--- src/rtl/display_scan_pkg.sv ---
// Shared types and constants for the multiplexed hex display scanner.
// Latency: n/a (declarations only).
// Backpressure: n/a (declarations only).
package display_pkg;

    // Active-low segment patterns, bit order {g,f,e,d,c,b,a}; entry k is hex digit k.
    localparam logic [15:0][6:0] SEG_TABLE = {
        7'h0E, 7'h06, 7'h21, 7'h46,   // F E d C
        7'h03, 7'h08, 7'h10, 7'h00,   // b A 9 8
        7'h78, 7'h02, 7'h12, 7'h19,   // 7 6 5 4
        7'h30, 7'h24, 7'h79, 7'h40    // 3 2 1 0
    };

    localparam logic [6:0] SEG_BLANK = 7'h7F;

    // GAP is the one-cycle dead time between digits that suppresses ghosting.
    typedef enum logic {
        GAP   = 1'b0,
        DRIVE = 1'b1
    } state_t;

endpackage

--- src/rtl/display_scan_if.sv ---
// Bundle of data-load, control and display-drive signals for display_scan.
// Latency: n/a (wiring only).
// Backpressure: none; load is accepted on every edge it is high.
// Ports: load/value/lz_en from the host side, seg/dig_sel towards the display.
interface display_scan_if #(
    parameter int NUM_DIGITS = 4
);
    logic                    load;
    logic [4*NUM_DIGITS-1:0] value;
    logic                    lz_en;
    logic [6:0]              seg;
    logic [NUM_DIGITS-1:0]   dig_sel;

    modport master (
        output load, value, lz_en,
        input  seg, dig_sel
    );

    modport slave (
        input  load, value, lz_en,
        output seg, dig_sel
    );
endinterface

--- src/rtl/display_scan_seg_decode.sv ---
// Hex nibble to active-low 7-segment pattern lookup.
// Latency: combinational.
// Backpressure: none.
// Ports: hex (4-bit digit in), seg (7-bit {g,f,e,d,c,b,a}, 0 = lit).
module seg_decode
    import display_pkg::*;
(
    input  logic [3:0] hex,
    output logic [6:0] seg
);

    assign seg = SEG_TABLE[hex];

endmodule

--- src/rtl/display_scan.sv ---
// Time-multiplexed hex display driver: one gap cycle then REFRESH_DIV-1 drive cycles per digit.
// Latency: outputs registered; a load or lz_en change shows on the cycle after the sampling edge.
// Backpressure: none; load is always accepted.
// Ports: clk, rst_n (async active-low), bus (slave side: load/value/lz_en in, seg/dig_sel out).
module display_scan
    import display_pkg::*;
#(
    parameter int NUM_DIGITS  = 4,
    parameter int REFRESH_DIV = 50000
) (
    input  logic           clk,
    input  logic           rst_n,
    display_scan_if.slave  bus
);

    localparam int CNT_W = (REFRESH_DIV > 2) ? $clog2(REFRESH_DIV) : 1;
    localparam int IDX_W = $clog2(NUM_DIGITS);

    localparam logic [CNT_W-1:0] CNT_LAST = CNT_W'(REFRESH_DIV - 1);
    localparam logic [IDX_W-1:0] IDX_LAST = IDX_W'(NUM_DIGITS - 1);

    state_t                  state, state_nxt;
    logic [CNT_W-1:0]        cnt, cnt_nxt;
    logic [IDX_W-1:0]        idx, idx_nxt;
    logic [4*NUM_DIGITS-1:0] disp, disp_nxt;
    logic                    tick;

    logic [4*NUM_DIGITS-1:0] disp_shift;
    logic                    lz_blank;
    logic [6:0]              nib_seg;
    logic [6:0]              seg_nxt, seg_q;
    logic [NUM_DIGITS-1:0]   dig_sel_nxt, dig_sel_q;

    // Prescaler: free-running, wraps at REFRESH_DIV-1 and flags the digit boundary.
    assign tick    = (cnt == CNT_LAST);
    assign cnt_nxt = tick ? '0 : cnt + CNT_W'(1);

    assign disp_nxt = bus.load ? bus.value : disp;

    always_comb begin
        state_nxt = state;
        idx_nxt   = idx;
        case (state)
            GAP: begin
                state_nxt = DRIVE;
            end
            DRIVE: begin
                if (tick) begin
                    state_nxt = GAP;
                    idx_nxt   = (idx == IDX_LAST) ? '0 : idx + IDX_W'(1);
                end
            end
            default: begin
                state_nxt = GAP;
            end
        endcase
    end

    // Outputs are registered from the next-state view so they always agree with
    // the state, index and display register that are current after the edge.
    assign disp_shift = disp_nxt >> {idx_nxt, 2'b00};

    // Leading digit is blank when it and everything above it is zero; digit 0 always shows.
    assign lz_blank = bus.lz_en && (idx_nxt != '0) && (disp_shift == '0);

    seg_decode u_seg_decode (
        .hex (disp_shift[3:0]),
        .seg (nib_seg)
    );

    always_comb begin
        seg_nxt = SEG_BLANK;
        if (state_nxt == DRIVE && !lz_blank) begin
            seg_nxt = nib_seg;
        end
    end

    always_comb begin
        dig_sel_nxt = '1;
        for (int k = 0; k < NUM_DIGITS; k++) begin
            if (state_nxt == DRIVE && idx_nxt == IDX_W'(k)) begin
                dig_sel_nxt[k] = 1'b0;
            end
        end
    end

    always_ff @(posedge clk or negedge rst_n) begin
        if (!rst_n) begin
            state     <= GAP;
            cnt       <= '0;
            idx       <= '0;
            disp      <= '0;
            seg_q     <= SEG_BLANK;
            dig_sel_q <= '1;
        end else begin
            state     <= state_nxt;
            cnt       <= cnt_nxt;
            idx       <= idx_nxt;
            disp      <= disp_nxt;
            seg_q     <= seg_nxt;
            dig_sel_q <= dig_sel_nxt;
        end
    end

    assign bus.seg     = seg_q;
    assign bus.dig_sel = dig_sel_q;

endmodule
--- src/flat_wrapper.sv ---
// flat-port wrapper written by rule: the top's interface ports become plain ports
module display_scan_flat import display_pkg::*;
#(
    parameter int NUM_DIGITS  = 4,
    parameter int REFRESH_DIV = 50000
)
  (clk, rst_n, bus_load, bus_value, bus_lz_en, bus_seg, bus_dig_sel);
  display_scan_if #(.NUM_DIGITS(NUM_DIGITS)) bus_i ();
  input  logic clk;
  input  logic rst_n;
  input wire logic [$bits(bus_i.load)-1:0] bus_load;
  input wire logic [$bits(bus_i.value)-1:0] bus_value;
  input wire logic [$bits(bus_i.lz_en)-1:0] bus_lz_en;
  output wire logic [$bits(bus_i.seg)-1:0] bus_seg;
  output wire logic [$bits(bus_i.dig_sel)-1:0] bus_dig_sel;
  assign bus_i.load = bus_load;
  assign bus_i.value = bus_value;
  assign bus_i.lz_en = bus_lz_en;
  assign bus_seg = bus_i.seg;
  assign bus_dig_sel = bus_i.dig_sel;
  display_scan #(.NUM_DIGITS(NUM_DIGITS), .REFRESH_DIV(REFRESH_DIV)) u_core (.clk(clk), .rst_n(rst_n), .bus(bus_i));
endmodule
--- config.mk ---
export PLATFORM = sky130hd
export DESIGN_NAME = display_scan_flat
export DESIGN_NICKNAME = d
export VERILOG_FILES = /design/src/rtl/display_scan_pkg.sv /design/src/rtl/display_scan_if.sv /design/src/rtl/display_scan_seg_decode.sv /design/src/rtl/display_scan.sv /design/src/flat_wrapper.sv
export SDC_FILE = /design/constraint.sdc
export NUM_CORES = 1
export LEC_CHECK = 0
export CORE_AREA = 2 2 78 80
export DETAILED_ROUTE_END_ITERATION = 10
export DIE_AREA = 0 0 80 82
export PLACE_DENSITY = 0.69
export SLEW_MARGIN = 10
export SYNTH_ARGS = -nofsm -noshare
export SYNTH_HDL_FRONTEND = slang
export SYNTH_SLANG_ARGS = --single-unit
--- constraint.sdc ---
create_clock -name clk -period 7.4 [get_ports clk]
set_input_delay 2.22 -clock clk [delete_from_list [all_inputs] [get_ports clk]]
set_output_delay 2.22 -clock clk [all_outputs]
set_load 0.01 [all_outputs]
Yosys cells after proc, flatten, opt, wreduce, memory -nomap -nowiden
Memory sizes are Yosys's and may differ from the RTL's.
Cells that the tools add are included.
{"block": "word_totals", "reg_bits": 46, "rom_bits": 112, "inputBits": 20, "out_inout_bits": 11, "word_cells": 41, "memories": 1}
{"block": "op_classes", "n_addsub": 2, "n_lt_le_gt_ge": 1, "n_eq_ne": 5, "shifts": 1, "muxes": 13, "bitwise": 1, "n_reduce_logical": 11}
{"memory": "(no name shown)", "depth": 16, "word_bits": 7, "rd": 1, "rd_ports_with_merged_regs": 0, "wr": 0, "line_no": "display_scan_seg_decode.sv:12", "text": "assign seg = SEG_TABLE[hex];"}
{"cell": "two-way mux 16 bit", "count": 2}
{"cell": "adder 16 x 1 -> 16 bit, second input constant", "count": 1}
{"cell": "== test 16 bit, second input constant", "count": 1}
{"cell": "zero test 16 bit", "count": 1}
{"cell": "right shift 16 x 4 -> 16 bit", "count": 1}
{"cell": "two-way mux 7 bit", "count": 2}
{"cell": "logical AND 1 bit", "count": 7}
{"cell": "== test 2 bit, second input constant", "count": 3}
{"cell": "two-way mux 2 bit", "count": 3}
{"cell": "< comparator 4 x 5 -> 1 bit, second input constant", "count": 1}
{"cell": "two-way mux 1 bit", "count": 5}
{"cell": "adder 2 x 1 -> 2 bit, second input constant", "count": 1}
{"cell": "== test 2 x 1 -> 1 bit, second input constant", "count": 1}
{"cell": "zero test 2 bit", "count": 1}
{"cell": "case mux 1 bit (2 select lines)", "count": 1}
{"cell": "nonzero test 2 bit", "count": 1}
{"cell": "zero test 1 bit", "count": 1}
{"cell": "inverter 1 bit", "count": 1}

Depth between registers and ports, before layout
{"block": "depth", "depth_word": 10, "ltp_mapped": 14, "depth_no_buf": 13}

Cells and area by module
Synthesis repeated with hierarchy kept, for this count alone.
{"block": "hier_totals", "cells_unflattened": 226, "area_unflattened_um2": 2504.9}
{"mod": "display_scan", "instances": 1, "cells_each": 194, "area_per_inst_um2": 2229.6}
{"mod": "seg_decode", "instances": 1, "cells_each": 32, "area_per_inst_um2": 275.3}

Worst setup path after synthesis
No wires, ideal clock.
{"block": "synth_path", "kind": "input port to flip-flop", "start": "input port bus_load", "end": "register u_core.seg_q[6], in the netlist u_core.bus.seg[6]", "t_arrival_ns": 4.454, "t_required_ns": 7.318, "slack_ns": 2.864, "path_stages": 12, "cell_sequence": "buf_2 > buf_2 > mux2_2 > mux2_1 > a21oi_1 > a22oi_1 > inv_1 > ha_1 > nand2_1 > nor4_4 > a21oi_4 > o211ai_1"}
{"block": "synth_via", "elab_chain_cells": 7}
{"element": "from (decl)", "line_no": "flat_wrapper.sv:11", "text": "input wire logic [$bits(bus_i.load)-1:0] bus_load;"}
{"element": "two-way mux 16 bit (*)", "line_no": "display_scan.sv:38", "text": "assign disp_nxt = bus.load ? bus.value : disp;"}
{"element": "via u_core.disp_nxt[0]", "line_no": "display_scan.sv:25", "text": "logic [4*NUM_DIGITS-1:0] disp, disp_nxt;"}
{"element": "right shift 16 x 4 -> 16 bit (*)", "line_no": "display_scan.sv:61", "text": "assign disp_shift = disp_nxt >> {idx_nxt, 2'b00};"}
{"element": "branches (longest 4 deep; another with memory read (16 x 7 bit))"}
{"element": "two-way mux 7 bit (*)", "line_no": "display_scan.sv:73", "text": "if (state_nxt == DRIVE && !lz_blank) begin"}
{"element": "via u_core.seg_nxt[6]", "line_no": "display_scan.sv:31", "text": "logic [6:0] seg_nxt, seg_q;"}
{"element": "to (signal assigned)", "line_no": "display_scan.sv:100", "text": "seg_q <= seg_nxt;"}
{"element": "to (decl)", "line_no": "display_scan.sv:31"}
Mark *: on every way through the listed nets, which the timed path passes. The select of a mux whose other input is x is not followed.

Worst setup path after layout
Ends and elaborated chain as after synthesis.

==> flow_summary_export.csv <==
group,metric,value,unit
pwr,power.density,178,nW/µm²
floorplanning,io_pins,31,
floorplanning,start_util,43.5,%
finish,final_cells,322,
setup_path,worstPathRequired,7.61,ns
yosys,synth_cell_types,51,
drt,wire_per_inst,14.1,µm
min_path,holdCritPathClass,"reg2reg",
setup_path,cp_max_fo,16,
setup_path,cp_common_cell,"a21oi_1",
global_routing,grt_max_degree,47,
pwr,clkPwrFrac,29.0,%
pwr,p_leak,1.19,nW
global_routing,grt_use_total,15.3,%
place,place.gp.congestion,0.801,
finish,design_area,2890,µm²
timing,fin_setup_tns,0,ns
global_routing,first_global_vias,1721,
yosys,async_flop_share,100,%
yosys,synth_edf_count,0,
timing,hold_viol,0,
timing,fin_crit,5.07,ns
global_routing,antenna_found_initial,0,
clocking,clk_pin_slew_worst_paths,0.08,ns
setup_path,worstPathArrival,5.28,ns
yosys,yosys_warnings,0,
place,dp.cells,314,
setup_path,critPathKind,"in2reg",
drt,via_per_inst,5.16,
drt,dr_total_vias,1660,
drt,drt_wl_total,4530,µm
setup_path,critPathMaxStageDelay,0.92,ns
flow_run,cap_violations,0,
finish,synthToLayoutAreaGrowth,15.5,%
yosys,synth_area_per_cell,11.5,µm²
floorplanning,fp.dieH,82,µm
yosys,synth_cells,218,
global_routing,busiest_layer,"met2",
clocking,ctsHoldBuffers,0,
yosys,synth.top_cell.area_share,35.0,%
pwr,switching_share,25.2,%
pwr,p_total,0.513,mW
global_routing,grtUsageMet2,27.1,%
pwr,p_switching,0.129,mW
clocking,clock-sinks,46,
timing,finalMaxSlewViolations,0,
pwr,internal-power,0.383,mW
yosys,syn_area,2500,µm²
timing,rsz0062_at_grt,"no",
drt,drc_errors,0,
timing,post-route-period-util,68.5,%
place,place_area,2800,µm²
timing,fin_ws,2.33,ns
floorplanning,coreArea,5750,µm²
setup_path,slowest_stage,"clkdlybuf4s50_1",
setup_path,path_cells,"clkdlybuf4s50_1, mux2_2, nor2_1, a21oi_1, a21oi_1, a22oi_1, inv_1, ha_1, nand2_1, nor4_4, a21oi_4, o211ai_1",
floorplanning,die-area,6560,µm²
global_routing,grt_pass1_wl,7870,µm
timing,clock_skew,0.00936,ns
yosys,synth_seq_cells,46,
clocking,post_cts_buffers,0,
yosys,synth_seq_area_share,46.6,%
place,io_buffers,30,
pwr,pwr-share-comb,17.4,%
timing,fmax,0.197,GHz
floorplanning,core.rowCount,28,
pwr,p_seq_share,53.6,%
floorplanning,die_w,80,µm
drt,ant_nets,0,
outcome,outcome,"complete, no violations",
finish,n_fill_cell,543,
finish,layout-drive-gt1-share,19.4,%
finish,post-route-util,50.2,%
clocking,clk_latency,0.29,ns
place,dp_slack,2.01,ns
timing,worstMarginPinSlew,0.990,ns
clocking,cts_tree,"built",
finish,diodes,0,
drt,drt_first_pass_iters,4,
global_routing,use_met3,3.41,%
clocking,htree_levels,2,
timing,whs,0.488,ns
clocking,cts-root-buf,"clkbuf_8",
global_routing,grt_use_met1,18.6,%
clocking,clockBufferDepth,2,
yosys,synth_ff_type,"dfrtp_1",
setup_path,critPathCaptureType,"register",
timing,setup_viol,0,
yosys,postSynthNetCount,246,
pwr,vdd_ir_drop_max,0.110,mV
finish,nets,274,
clocking,cts_buffers,5,
timing,relSlewSlack,34.0,%
setup_path,cp-start-kind,"input port",
clocking,cts_resized,0,
yosys,synth.area.top_cells,"dfrtp_1 35%, dfstp_2 12%, mux2_2 8.1%",
place,dp_hpwl,3200,µm
global_routing,overflow,0,
drt,drtIter0Drc,105,
yosys,yosysTopAreaCell,"dfrtp_1",
## worst max-delay path, delay by kind of cell
kind | cells | cell delay (ns)
AOI/OAI and AO/OA | 5 | 0.79
buffers and inverters | 2 | 1.10
muxes | 1 | 0.44
and+or+nand+nor | 3 | 0.51
adders and majority gates | 1 | 0.22
## cells in the mapped netlist (all sizes together) (2+ instances only)
cell type  instances
mux2i             12
dfrtp             35
and3               2
xnor2              9
o221ai             2
o21bai             2
nor3               2
nor4               3
buf                6
nor2              19
mux2              22
inv                8
a22oi              4
ha                 8
and4               2
nand3              9
clkbuf             3
xor2               4
a21oi             14
o211ai             2
o21ai              5
nand2             19
and4bb             2
dfstp             11
## sequential cells by signal, summed over array words and instances (netlist names)
name / flops
u_core.bus.seg: 7
u_core.cnt: 16
u_core.disp: 16
u_core.idx: 2
u_core.bus.dig_sel: 4
u_core.state: 1
## kinds of logic after synthesis
family | Yosys count | synth area share [%]
AO/OA/AOI/OAI | 34 | 10.7
XOR/XNOR | 13 | 4.55
adder cells (fa/ha/maj) | 8 | 4.00
buffers and inverters | 17 | 4.65
flip-flops | 46 | 46.6
multiplexers | 34 | 15.5
AND/OR/NAND/NOR | 66 | 14.0
## final cells by class
cell class	count	area (µm²)	area share, %
multi-input cells	155	1220	42.2
repair buffers	30	295	10.2
clock inverters	1	7.51	0.260
well taps	75	93.8	3.25
inverters	8	30.0	1.04
flip-flops and latches	46	1160	40.4
clock buffers	7	76.3	2.64
## power groups by stage
| stage | registers, mW | logic (mW) | clock network, mW |
|---|---|---|---|
| 4_1_cts | 0.275 | 0.0907 | 0.154 |
| 6_report | 0.275 | 0.0894 | 0.149 |
| 2_1_floorplan | 0.283 | 0.0501 | 0 |
| 5_1_grt | 0.277 | 0.0997 | 0.164 |
| 3_3_place_gp | 0.280 | 0.0893 | 0 |
| 3_5_place_dp | 0.280 | 0.0905 | 0 |
## layer usage
layer / vias up / share of wire [%]
met1: 812 / 46
met4: 0 / 1.4
met3: 9 / 3.0
met2: 23 / 49
met5: - / 0
li1: 816 / -
## final timing paths
check | cells after the start | to | slack [ns] | from
max | 12 | u_core.bus.seg[6] | 2.33 | bus_load
min | 1 | u_core.cnt[13] | 0.49 | u_core.cnt[13]
max reg2reg | 13 | u_core.bus.seg[2] | 3.63 | u_core.cnt[0]
min reg2reg | 1 | u_core.cnt[13] | 0.49 | u_core.cnt[13]
max in group asynchronous | 1 | u_core.cnt[2] | 4.70 | rst_n
min in group asynchronous | 1 | u_core.disp[3] | 2.09 | rst_n
## layout by cell type (no fill, tap or decap), drive strengths merged, types with 2 or more instances in the layout
cell type and instances:
mux2i 12, dfrtp 35, o21ai 5, nand2 19, nor4 3, clkdlybuf4s50 29
clkbuf 7, ha 8, dfstp 11, inv 8, nand3 9, and4 2
o221ai 2, nor2 19, a22oi 4, a21oi 14, o21bai 2, and3 2
and4bb 2, xor2 4, o211ai 2, mux2 22, xnor2 9, nor3 2
(Power assumes the default switching activity.)
